$ cat src/rtl/leaf_bridge_pkg.sv
// Shared types and constants for the leaf/kernel stream bridge.
package leaf_bridge_pkg;

  typedef enum logic [0:0] {
    HOLD,
    RUN
  } bridge_state_e;

  // Wide enough for any practical kernel reset hold time.
  localparam int unsigned HOLD_CNT_W = 16;
  localparam int unsigned BEAT_CNT_W = 32;

  // Saturating increment for the beat counters.
  function automatic logic [BEAT_CNT_W-1:0] sat_inc(input logic [BEAT_CNT_W-1:0] v);
    return (&v) ? v : v + 1'b1;
  endfunction

endpackage

$ cat src/rtl/bridge_fifo.sv
// Single-channel valid/ready FIFO with synchronous clear and an enable that
// forces both handshake sides idle. Ready and valid derive only from the
// registered occupancy, so there is no combinational path between the two sides.
module bridge_fifo #(
  parameter int unsigned PAYLOAD_BITS    = 32,
  parameter int unsigned FIFO_DEPTH_LOG2 = 2
) (
  input  logic                    clk,
  input  logic                    reset,
  input  logic                    clear,
  input  logic                    enable,
  input  logic [PAYLOAD_BITS-1:0] in_data,
  input  logic                    in_valid,
  output logic                    in_ready,
  output logic [PAYLOAD_BITS-1:0] out_data,
  output logic                    out_valid,
  input  logic                    out_ready
);

  localparam int unsigned DEPTH = 1 << FIFO_DEPTH_LOG2;
  localparam int unsigned CNT_W = FIFO_DEPTH_LOG2 + 1;
  localparam logic [CNT_W-1:0] FULL_CNT = CNT_W'(DEPTH);

  logic [PAYLOAD_BITS-1:0]    mem [DEPTH];
  logic [FIFO_DEPTH_LOG2-1:0] wr_ptr;
  logic [FIFO_DEPTH_LOG2-1:0] rd_ptr;
  logic [CNT_W-1:0]           count;
  logic                       push;
  logic                       pop;

  assign in_ready  = enable & (count != FULL_CNT);
  assign out_valid = enable & (count != '0);
  assign push      = in_valid & in_ready;
  assign pop       = out_valid & out_ready;
  assign out_data  = mem[rd_ptr];

  // Pointer and occupancy tracking; clear discards everything buffered.
  always_ff @(posedge clk or posedge reset) begin
    if (reset) begin
      wr_ptr <= '0;
      rd_ptr <= '0;
      count  <= '0;
    end else if (clear) begin
      wr_ptr <= '0;
      rd_ptr <= '0;
      count  <= '0;
    end else begin
      if (push) wr_ptr <= wr_ptr + 1'b1;
      if (pop)  rd_ptr <= rd_ptr + 1'b1;
      unique case ({push, pop})
        2'b10:   count <= count + 1'b1;
        2'b01:   count <= count - 1'b1;
        default: count <= count;
      endcase
    end
  end

  // Storage needs no reset: contents are only visible behind a valid count.
  always_ff @(posedge clk) begin
    if (push) mem[wr_ptr] <= in_data;
  end

endmodule

$ cat src/rtl/leaf_stream_bridge.sv
// Buffered bridge between leaf_interface user ports and an HLS kernel's
// AXI-stream ports. Sequences kernel ap_rst_n/ap_start and supports a
// synchronous flush that resets the kernel and empties every channel FIFO.
// Optional per-channel beat counters when BRIDGE_STATS_EN is defined.
module leaf_stream_bridge
  import leaf_bridge_pkg::*;
#(
  parameter int unsigned PAYLOAD_BITS    = 32,
  parameter int unsigned NUM_IN_PORTS    = 1,
  parameter int unsigned NUM_OUT_PORTS   = 1,
  parameter int unsigned FIFO_DEPTH_LOG2 = 2,
  parameter int unsigned RST_HOLD_CYCLES = 4
) (
  input  logic                                  clk,
  input  logic                                  reset,
  input  logic                                  flush,
  input  logic [NUM_IN_PORTS*PAYLOAD_BITS-1:0]  dout_leaf_interface2user,
  input  logic [NUM_IN_PORTS-1:0]               vld_interface2user,
  output logic [NUM_IN_PORTS-1:0]               ack_user2interface,
  output logic [NUM_OUT_PORTS*PAYLOAD_BITS-1:0] din_leaf_user2interface,
  output logic [NUM_OUT_PORTS-1:0]              vld_user2interface,
  input  logic [NUM_OUT_PORTS-1:0]              ack_interface2user,
  output logic [NUM_IN_PORTS*PAYLOAD_BITS-1:0]  k_in_tdata,
  output logic [NUM_IN_PORTS-1:0]               k_in_tvalid,
  input  logic [NUM_IN_PORTS-1:0]               k_in_tready,
  input  logic [NUM_OUT_PORTS*PAYLOAD_BITS-1:0] k_out_tdata,
  input  logic [NUM_OUT_PORTS-1:0]              k_out_tvalid,
  output logic [NUM_OUT_PORTS-1:0]              k_out_tready,
  output logic                                  ap_rst_n,
  output logic                                  ap_start,
  input  logic                                  ap_idle,
  output logic                                  running
`ifdef BRIDGE_STATS_EN
  ,
  output logic [NUM_IN_PORTS*BEAT_CNT_W-1:0]    in_beats,
  output logic [NUM_OUT_PORTS*BEAT_CNT_W-1:0]   out_beats
`endif
);

  localparam logic [HOLD_CNT_W-1:0] HOLD_LAST = HOLD_CNT_W'(RST_HOLD_CYCLES - 1);

  bridge_state_e          state;
  logic [HOLD_CNT_W-1:0]  hold_cnt;
  logic                   fifo_en;
  logic                   idle_sample_unused;

  // FIFOs only handshake while the kernel is out of reset.
  assign fifo_en = (state == RUN);

  // Kernel reset/start sequencing; flush behaves like a local reset.
  always_ff @(posedge clk or posedge reset) begin
    if (reset) begin
      state    <= HOLD;
      hold_cnt <= '0;
      ap_rst_n <= 1'b0;
      ap_start <= 1'b0;
      running  <= 1'b0;
    end else if (flush) begin
      state    <= HOLD;
      hold_cnt <= '0;
      ap_rst_n <= 1'b0;
      ap_start <= 1'b0;
      running  <= 1'b0;
    end else begin
      unique case (state)
        HOLD: begin
          if (hold_cnt == HOLD_LAST) begin
            state    <= RUN;
            hold_cnt <= '0;
            ap_rst_n <= 1'b1;
            ap_start <= 1'b1;
            running  <= 1'b1;
          end else begin
            hold_cnt <= hold_cnt + 1'b1;
          end
        end
        RUN: begin
          state <= RUN;
        end
        default: begin
          state    <= HOLD;
          hold_cnt <= '0;
          ap_rst_n <= 1'b0;
          ap_start <= 1'b0;
          running  <= 1'b0;
        end
      endcase
    end
  end

  // Kernel idle is captured for debug visibility only.
  always_ff @(posedge clk or posedge reset) begin
    if (reset) idle_sample_unused <= 1'b0;
    else       idle_sample_unused <= ap_idle;
  end

  for (genvar i = 0; i < NUM_IN_PORTS; i++) begin : g_in
    bridge_fifo #(
      .PAYLOAD_BITS    (PAYLOAD_BITS),
      .FIFO_DEPTH_LOG2 (FIFO_DEPTH_LOG2)
    ) u_fifo (
      .clk       (clk),
      .reset     (reset),
      .clear     (flush),
      .enable    (fifo_en),
      .in_data   (dout_leaf_interface2user[i*PAYLOAD_BITS +: PAYLOAD_BITS]),
      .in_valid  (vld_interface2user[i]),
      .in_ready  (ack_user2interface[i]),
      .out_data  (k_in_tdata[i*PAYLOAD_BITS +: PAYLOAD_BITS]),
      .out_valid (k_in_tvalid[i]),
      .out_ready (k_in_tready[i])
    );
  end

  for (genvar i = 0; i < NUM_OUT_PORTS; i++) begin : g_out
    bridge_fifo #(
      .PAYLOAD_BITS    (PAYLOAD_BITS),
      .FIFO_DEPTH_LOG2 (FIFO_DEPTH_LOG2)
    ) u_fifo (
      .clk       (clk),
      .reset     (reset),
      .clear     (flush),
      .enable    (fifo_en),
      .in_data   (k_out_tdata[i*PAYLOAD_BITS +: PAYLOAD_BITS]),
      .in_valid  (k_out_tvalid[i]),
      .in_ready  (k_out_tready[i]),
      .out_data  (din_leaf_user2interface[i*PAYLOAD_BITS +: PAYLOAD_BITS]),
      .out_valid (vld_user2interface[i]),
      .out_ready (ack_interface2user[i])
    );
  end

`ifdef BRIDGE_STATS_EN
  for (genvar i = 0; i < NUM_IN_PORTS; i++) begin : g_in_stats
    logic [BEAT_CNT_W-1:0] beats;
    // Count leaf-side transfers into the bridge.
    always_ff @(posedge clk or posedge reset) begin
      if (reset)      beats <= '0;
      else if (flush) beats <= '0;
      else if (vld_interface2user[i] && ack_user2interface[i]) beats <= sat_inc(beats);
    end
    assign in_beats[i*BEAT_CNT_W +: BEAT_CNT_W] = beats;
  end

  for (genvar i = 0; i < NUM_OUT_PORTS; i++) begin : g_out_stats
    logic [BEAT_CNT_W-1:0] beats;
    // Count leaf-side transfers out of the bridge.
    always_ff @(posedge clk or posedge reset) begin
      if (reset)      beats <= '0;
      else if (flush) beats <= '0;
      else if (vld_user2interface[i] && ack_interface2user[i]) beats <= sat_inc(beats);
    end
    assign out_beats[i*BEAT_CNT_W +: BEAT_CNT_W] = beats;
  end
`endif

endmodule

$ cat config.mk
export PLATFORM = sky130hd
export DESIGN_NAME = leaf_stream_bridge
export DESIGN_NICKNAME = d
export VERILOG_FILES = /design/src/rtl/leaf_bridge_pkg.sv /design/src/rtl/bridge_fifo.sv /design/src/rtl/leaf_stream_bridge.sv
export SDC_FILE = /design/constraint.sdc
export NUM_CORES = 1
export LEC_CHECK = 0
export ABC_AREA = 1
export CAP_MARGIN = 30
export CORE_AREA = 5 5 148 150
export CTS_BUF_LIST = sky130_fd_sc_hd__clkbuf_8
export CTS_CLUSTER_DIAMETER = 50
export DETAILED_ROUTE_END_ITERATION = 10
export DIE_AREA = 0 0 153 155
export GPL_ROUTABILITY_DRIVEN = 0
export PLACE_DENSITY_LB_ADDON = 0.2
export SKIP_CTS_REPAIR_TIMING = 1
export SYNTH_ARGS = -nofsm -noshare
export SYNTH_HDL_FRONTEND = slang
export SYNTH_HIERARCHICAL = 1
export SYNTH_SLANG_ARGS = --single-unit
$ cat constraint.sdc
create_clock -name clk -period 3.07 [get_ports clk]
set_input_delay 0.614 -clock clk [delete_from_list [all_inputs] [get_ports clk]]
set_output_delay 0.614 -clock clk [all_outputs]
set_load 0.005 [all_outputs]
After elaboration in Yosys (flattened, before gate mapping) --
Memories as Yosys holds them, arrays and structs flattened. Index checks and enable logic that the tools add are counted.
Storage, ports and cells: flip-flop bits (word level) 32, RAM bits 256, input port bits 72, output and inout bits 71, logic and storage cells 72, memories kept 2
Memories:
- g_in[0].u_fifo.mem | depth 4, width 32, rd ports 1, clocked after memory_dff 0, wr ports 1, RTL line bridge_fifo.sv:24 | logic [PAYLOAD_BITS-1:0] mem [DEPTH];
- g_out[0].u_fifo.mem | depth 4, width 32, rd ports 1, clocked after memory_dff 0, wr ports 1, RTL line bridge_fifo.sv:24
Cells by class: $add $sub $neg 9, eq/ne operators 8, multiplexer cells 25, bitwise operators 9, reductions and logical operators 10
Operators by type and width (number):
- $mux W16 | 3
- $add A16 B1 Y16 const B | 1
- $eq A16 B2 Y1 const B | 1
- $mux W2 | 8
- $pmux W3 S2 | 2
- $reduce_bool A3 Y1 | 4
- $reduce_bool A2 Y1 | 5
- $mux W1 | 9
- $add A2 B1 Y2 const B | 4
- $and A1 B1 Y1 | 8
- $add A3 B1 Y3 const B | 2
- $mux W3 | 2
- $ne A3 B3 Y1 const B | 2
- $sub A3 B1 Y3 const B | 2
- $eq A2 B1 Y1 const B | 2
- $eq A2 B2 Y1 const B | 2
- $ne A2 B2 Y1 const B | 1
- $pmux W1 S2 | 1
- $reduce_and A2 Y1 | 1
- $not A1 Y1 | 1

Depth between registers and ports, before layout --
Gate-level depths: netlist (run 1).
depth after elaboration 6, gate-level depth with buffers 13, mapped depth without buffers 13

By module --
The synthesis (run 1) kept the hierarchy.
By module, submodules not included:
- bridge_fifo | times used 2, cells an instance 376, area each 5277.6 µm², seq. area each 4018.9 µm²
- leaf_stream_bridge | times used 1, cells an instance 154, area each 1121.1 µm², seq. area each 450.4 µm²

Least setup slack after synthesis (run 1) --
OpenSTA, ideal clock, no wires.
path type flip-flop to flip-flop, start register state (netlist: fifo_en), end memory g_in[0].u_fifo.mem[0][0], enable pin, library setup time 0.421 ns, data arrival time 2.164 ns, required time 2.649 ns, path slack 0.485 ns, cell stages (with the launch flop) 3, buffers on the path 0, period minus slack after synthesis 2.585 ns, cell sequence dfrtp_1 nand3_4 nor2_1
On the way: longest elaborated chain between the ends 4
Ends and longest elaborated chain:
- from (decl) | RTL line leaf_stream_bridge.sv:42 | bridge_state_e state;
- from (signal assigned) | RTL line leaf_stream_bridge.sv:53 | state <= HOLD;
- from (signal assigned) | RTL line leaf_stream_bridge.sv:59 | state <= HOLD;
- from (signal assigned) | RTL line leaf_stream_bridge.sv:68 | state <= RUN;
- $and A1 B1 Y1 | RTL line bridge_fifo.sv:31 | assign in_ready = enable & (count != FULL_CNT);
- $and A1 B1 Y1 | RTL line bridge_fifo.sv:33 | assign push = in_valid & in_ready;
- $mux W1 | RTL line bridge_fifo.sv:60 | if (push) mem[wr_ptr] <= in_data;
- $mux W1 (not written as such) | RTL line bridge_fifo.sv:60
- to (decl) | RTL line bridge_fifo.sv:24
No other way between the ends.

Final worst setup path (run 1) --
start register g_in[0].u_fifo.rd_ptr[0], end output k_in_tdata[4]
On the way: longest elaborated chain between the ends 1
Ends and longest elaborated chain:
- from (decl) | RTL line bridge_fifo.sv:26 | logic [FIFO_DEPTH_LOG2-1:0] rd_ptr;
- from (signal assigned) | RTL line bridge_fifo.sv:49 | if (pop) rd_ptr <= rd_ptr + 1'b1;
- $mem_v2 Z4 W32
- to (decl) | RTL line leaf_stream_bridge.sv:23 | output logic [NUM_IN_PORTS*PAYLOAD_BITS-1:0] k_in_tdata,
No other way between the ends.

==> results of run 1 <==
power by group:
part           internal [W]  leakage [nW]  switching, W  total (W)
sequential          0.00437          2.74     0.0000555    0.00442
clock               0.00157         0.495       0.00140    0.00297
combinational      0.000272          1.95      0.000276   0.000548
total               0.00621          5.19       0.00173    0.00794
critical path: stages, from the launching register on:
cell and delay [ns]:
dfrtp_2 0.43, inv_2 0.21, buf_4 0.27, nor2_1 0.06, o22ai_1 0.28, clkdlybuf4s50_1 0.57
registers in the layout, indices dropped and copies added, names as in the netlist:
register / count
running: 1
hold_cnt: 16
g_in.u_fifo/mem: 128
g_in.u_fifo/rd_ptr: 2
g_out.u_fifo/count: 3
g_out.u_fifo/wr_ptr: 2
g_out.u_fifo/mem: 128
g_in.u_fifo/wr_ptr: 2
fifo_en: 1
g_in.u_fifo/count: 3
g_out.u_fifo/rd_ptr: 2
through the flow:
step	cells	total power, W	worst slack [ns]	hold WS [ns]
CTS	1381	0.00803	0.0286	0.388
global route	1381	0.00827	0.00450	0.397
finish	1381	0.00794	0.0902	0.396
floorplan	906	0.00473	0.485	0.417
global placement	1300	0.00504	0.535	0.544
detailed placement	1300	0.00505	0.517	0.546
final timing paths:
path	depth (start not counted)	startpoint	end
min in group clk	2	running	running
hold / removal	2	reset	g_in[0].u_fifo/count[2]
setup / recovery	5	g_in[0].u_fifo/rd_ptr[0]	k_in_tdata[4]
hold reg to reg	2	running	running
max in group asynchronous	2	reset	hold_cnt[2]
setup reg to reg	10	fifo_en	g_out[0].u_fifo/count[2]
cell usage in the layout, fill, tap and decap left out, types with 2 or more instances in the layout:
cell             Yosys  routed
clkinv_1             0       8
o21ai_0             97      97
bufinv_16            0       2
nand4_1              6       6
buf_12               0       6
inv_2                9       9
nand2_4              7       7
nand3_4              3       3
clkinv_2             0       7
nand2_2              5       5
nor2_1             174     166
nor2_2               2       8
xor2_1               6       6
edfxtp_1           256     256
o21ai_1             40      40
nand3b_1             2       2
clkdlybuf4s50_1      0     141
fa_1                 2       2
ha_1                 9       9
nor2_4               4       6
nand2_1             55      55
dfrtp_1             32      30
nor3_1               4       4
nor2_8               2       2
clkbuf_8             0      46
a21oi_1              9       9
dfrtp_2              0       2
o22ai_1             65      65
inv_1               46      61
nand3_1             21      21
buf_6               12       2
xnor2_1              3       3
buf_4                6      14
routing by layer:
layer	vias up	global-route usage	share of wire
met2	190	0.334	0.50
li1	3595	-	-
met4	4	0.0581	0.018
met5	-	0	0.00090
met3	40	0.0456	0.059
met1	3595	0.254	0.42
cells by family (layout without fill, tap and decap cells):
| kind of cell | Yosys count | after routing | synth area share |
|---|---|---|---|
| xor gates and xnor gates | 9 | 9 | 0.00675 |
| and+or+nand+nor | 287 | 287 | 0.113 |
| buffers and inverters | 99 | 299 | 0.0425 |
| adders and majority gates | 11 | 11 | 0.0131 |
| DFF | 288 | 288 | 0.727 |
| AOI/OAI and AO/OA | 212 | 212 | 0.0980 |
cell type report:
type                       count  area [um^2]  area share
multi-input combinational    519         2720       0.191
clock buffer                  46          633      0.0444
tap                          275          344      0.0241
sequential                   288         8490       0.595
timing repair buffer         163         1660       0.116
clock inverter                35          205      0.0144
inverter                      55          210      0.0147
==> impl_metrics.ini, run 1 <==
[outcome]
status = complete, no violations

[clock_network]
htreeDepth = 2
cts_tree = done
cts_buffer_depth = 3
clkLatencyLatePin_ns = 0.55
numCtsBuffers = 46
cts-root-buf = clkbuf_8
cts.sink_count = 288
clkTransAtPathRegs_ns = 0.07

[yosys]
ys_seq_elements = 288
netlist_instances = 906
syn_area_um2 = 11700
synth_top_area_cell = edfxtp_1
yosys.cell_count.top_type = edfxtp_1
yosysUniqueCellTypes = 31
synth_flop_cell = edfxtp_1
syn-num-nets = 989
synth_area_leaders = edfxtp_1 (66%), dfrtp_1 (6.9%), nor2_1 (5.6%)
async_reset_ff_frac = 0.111
seq_area_frac_synth = 0.727
synth_warnings = 6
synth_top_area_share = 0.658
ys_top_cells_by_count = edfxtp_1 (256), nor2_1 (174), o21ai_0 (97), o22ai_1 (65), nand2_1 (55)
synth_edf_count = 256
synth_area_per_cell_um2 = 12.9

[timing]
finalSetupTns_ns = 0
fmax_mhz = 336
setup-violations-final = 0
fin_crit_sh = 0.971
slew_headroom = 0.531
drv_slew = 0
hold_viol = 0
worstMarginPinSlew_ns = 0.703
fin_crit_ns = 2.98
rsz0062_at_grt = no
clock_skew_ns = 0.0156

[die]
fp.coreArea_um2 = 20600
die_width_um = 153
num_rows = 53
dieArea_um2 = 23700
initial_core_util = 0.568
ioPinCount = 143
fp.dieH_um = 155

[route]
vias = 7424
drt_iter0_drc = 390
antenna_left = 0
drc = 0
first_pass_iters = 5
drt-total-wl_mm = 23.3
wire_per_inst_um = 16.9
viasPerCell = 5.38

[finish]
fin_nets = 1156
syn2layout_area_growth_pct = 22.2
fill_cells = 1473
diodes = 0
drive_gt1_frac = 0.111
final_core_util = 0.694
post-route-cell-area_um2 = 14300

[placed_design]
dpl.hpwl_mm = 14.1
postPlaceCellArea_um2 = 13400
portBuffers = 141

[grt]
grt_util_all_layers = 0.196
grt_max_degree = 66
grt_pass1_vias = 7318
grt_antenna_before_repair = 2
grt_pass1_wl_mm = 37.2
grt_overflow = 0

[flow_run]
drv_cap = 0

[power]
leakage_nw = 5.19
power.density_nw_per_um2 = 557
vdd_drop_max_uv = 556

[critical_path]
worstSetupEndpointType = primary output
ff2ff_setup_slack_ns = 0.92
critPathKind = reg -> out
worstPathRequired_ns = 2.46
cp.arrival_ns = 2.37
startpoint_type = register
crit_path_max_fanout = 17

[hold_path]
hold_path_class = in -> async
Note: power is estimated with default switching activity, not from simulation.
==> run 2, diff against run 1 <==
--- a/config.mk
+++ b/config.mk
@@ -6,12 +6,13 @@
 export NUM_CORES = 1
 export LEC_CHECK = 0
 export ABC_AREA = 1
+export ABC_CLOCK_PERIOD_IN_PS = 3070
 export CAP_MARGIN = 30
-export CORE_AREA = 5 5 148 150
+export CORE_AREA = 2 2 145 147
 export CTS_BUF_LIST = sky130_fd_sc_hd__clkbuf_8
 export CTS_CLUSTER_DIAMETER = 50
 export DETAILED_ROUTE_END_ITERATION = 10
-export DIE_AREA = 0 0 153 155
+export DIE_AREA = 0 0 147 149
 export GPL_ROUTABILITY_DRIVEN = 0
 export PLACE_DENSITY_LB_ADDON = 0.2
 export SKIP_CTS_REPAIR_TIMING = 1
==> run 2 against run 1 <==
Compared with the run above:
- sequential power about the same
- global-route usage increased by 1.6 points
- core utilization decreased by 0.10 points
- power decreased by 0.74%
- combinational power decreased by 1%
- fmax increased by 1.3%
- clock power decreased by 2%
- routed wire length decreased by 1.5%
- register-to-register slack about the same
- flip-flop and latch count unchanged
- critical path type unchanged
- critical endpoint is now k_in_tdata[3]
- highest routed layer unchanged
==> impl_metrics.ini, run 2 (synthesis gave the netlist of run 1 again) <==
[timing]
setup-violations-final = 0
worstMarginPinSlew_ns = 0.723
worst_hold_slack_ns = 0.417
drv_slew = 0
fmax_mhz = 340
finalSetupTns_ns = 0
hold_viol = 0
slew_headroom = 0.517
clock_skew_ns = 0.0209
fin_crit_sh = 0.958
rsz0062_at_grt = no
fin_crit_ns = 2.94

[finish]
fin_cells = 1383
post-route-cell-area_um2 = 14200
drive_gt1_frac = 0.114
final_common_cell = edfxtp_1
fin_nets = 1156
largestRegisters = g_in.u_fifo/mem (128), g_out.u_fifo/mem (128), hold_cnt (16)
final_cell_mix = edfxtp_1 (256), nor2_1 (166), clkdlybuf4s50_1 (141)
syn2layout_area_growth_pct = 22.0
diodes = 0

[die]
num_rows = 53
die_width_um = 147
ioPinCount = 143
dieArea_um2 = 21900
initial_core_util = 0.568
fp.dieH_um = 149
fp.coreArea_um2 = 20600

[power]
vdd_drop_max_uv = 430
power.internal_w = 0.00615
power_switching_w = 0.00173
power_w = 0.00788
comb_power_share = 0.069
p_seq_frac = 0.561
sw_frac_of_total = 0.219
p_clk_frac = 0.370
leakage_nw = 5.17
power.density_nw_per_um2 = 554

[critical_path]
critPathKind = reg -> out
crit_chain = inv_2, buf_12, nor2_1, o22ai_1, clkdlybuf4s50_1
worstSetupEndpointType = primary output
crit_path_max_fanout = 41
cpPeakStageDelay_ns = 0.57
path_buf_inv = 3
worstPathRequired_ns = 2.46
crit_family = buffers and inverters
startpoint_type = register
crit_path_top_delay_cell = clkdlybuf4s50_1
cp.arrival_ns = 2.33

[clock_network]
cts_buffer_depth = 3
cts-root-buf = clkbuf_8
clkTransAtPathRegs_ns = 0.06
numCtsBuffers = 45
htreeDepth = 2
clkLatencyLatePin_ns = 0.55
cts.sink_count = 288
cts_tree = done

[grt]
grt_antenna_before_repair = 1
grt_util_all_layers = 0.212
grt_max_degree = 66
grt_pass1_vias = 7365
grt_overflow = 0
grt_pass1_wl_mm = 36.6

[route]
first_pass_iters = 5
drt_iter0_drc = 377
viasPerCell = 5.38
wire_per_inst_um = 16.6
drc = 0
vias = 7437
antenna_left = 0
drt-total-wl_mm = 23.0

[placed_design]
postPlaceCellArea_um2 = 13400
portBuffers = 141
dp_cells = 1299
dpl.hpwl_mm = 13.4

[flow_run]
drv_cap = 0

[hold_path]
hold_path_class = in -> async

[outcome]
status = complete, no violations
## run 2: power by group through the flow
stage / registers [W] / clock network, W / logic (W)
after floorplan: 0.00449 / 0 / 0.000234
after global placement: 0.00450 / 0 / 0.000534
after detailed placement: 0.00450 / 0 / 0.000543
after CTS: 0.00442 / 0.00299 / 0.000546
after global routing: 0.00443 / 0.00316 / 0.000604
final: 0.00442 / 0.00292 / 0.000542
## run 2: layout make-up
class                           instances  area [um^2]
Clock buffer                           51          702
Clock inverter                         31          130
Fill cell                            1468         6310
Inverter                               55          206
Multi-Input combinational cell        519         2740
Sequential cell                       288         8490
Tap cell                              275          344
Timing Repair Buffer                  164         1630
## run 2: worst paths after layout
check / from / slack, ns / cells after the start / end
max: g_in[0].u_fifo/rd_ptr[0] / 0.13 / 5 / k_in_tdata[3]
max reg2reg: fifo_en / 0.92 / 10 / g_in[0].u_fifo/count[2]
min: reset / 0.42 / 2 / g_in[0].u_fifo/rd_ptr[0]
min reg2reg: running / 0.56 / 2 / running
min in group clk: running / 0.56 / 2 / running
max in group asynchronous: reset / 1.99 / 2 / hold_cnt[14]
## run 2: layer usage
metal / up-vias / track usage / part of all wire
met5: - / 0 / 0.00070
met4: 2 / 0.0731 / 0.024
met3: 44 / 0.0477 / 0.067
met2: 215 / 0.355 / 0.49
met1: 3577 / 0.277 / 0.42
li1: 3599 / - / -
## run 2: through the flow
| stage | utilization | setup slack (ns) |
|---|---|---|
| 4_1_cts | 0.691 | 0.0544 |
| 5_1_grt | 0.693 | 0.0132 |
| 2_1_floorplan | - | 0.485 |
| 3_3_place_gp | 0.651 | 0.531 |
| 3_5_place_dp | 0.651 | 0.523 |
| 6_report | 0.693 | 0.128 |
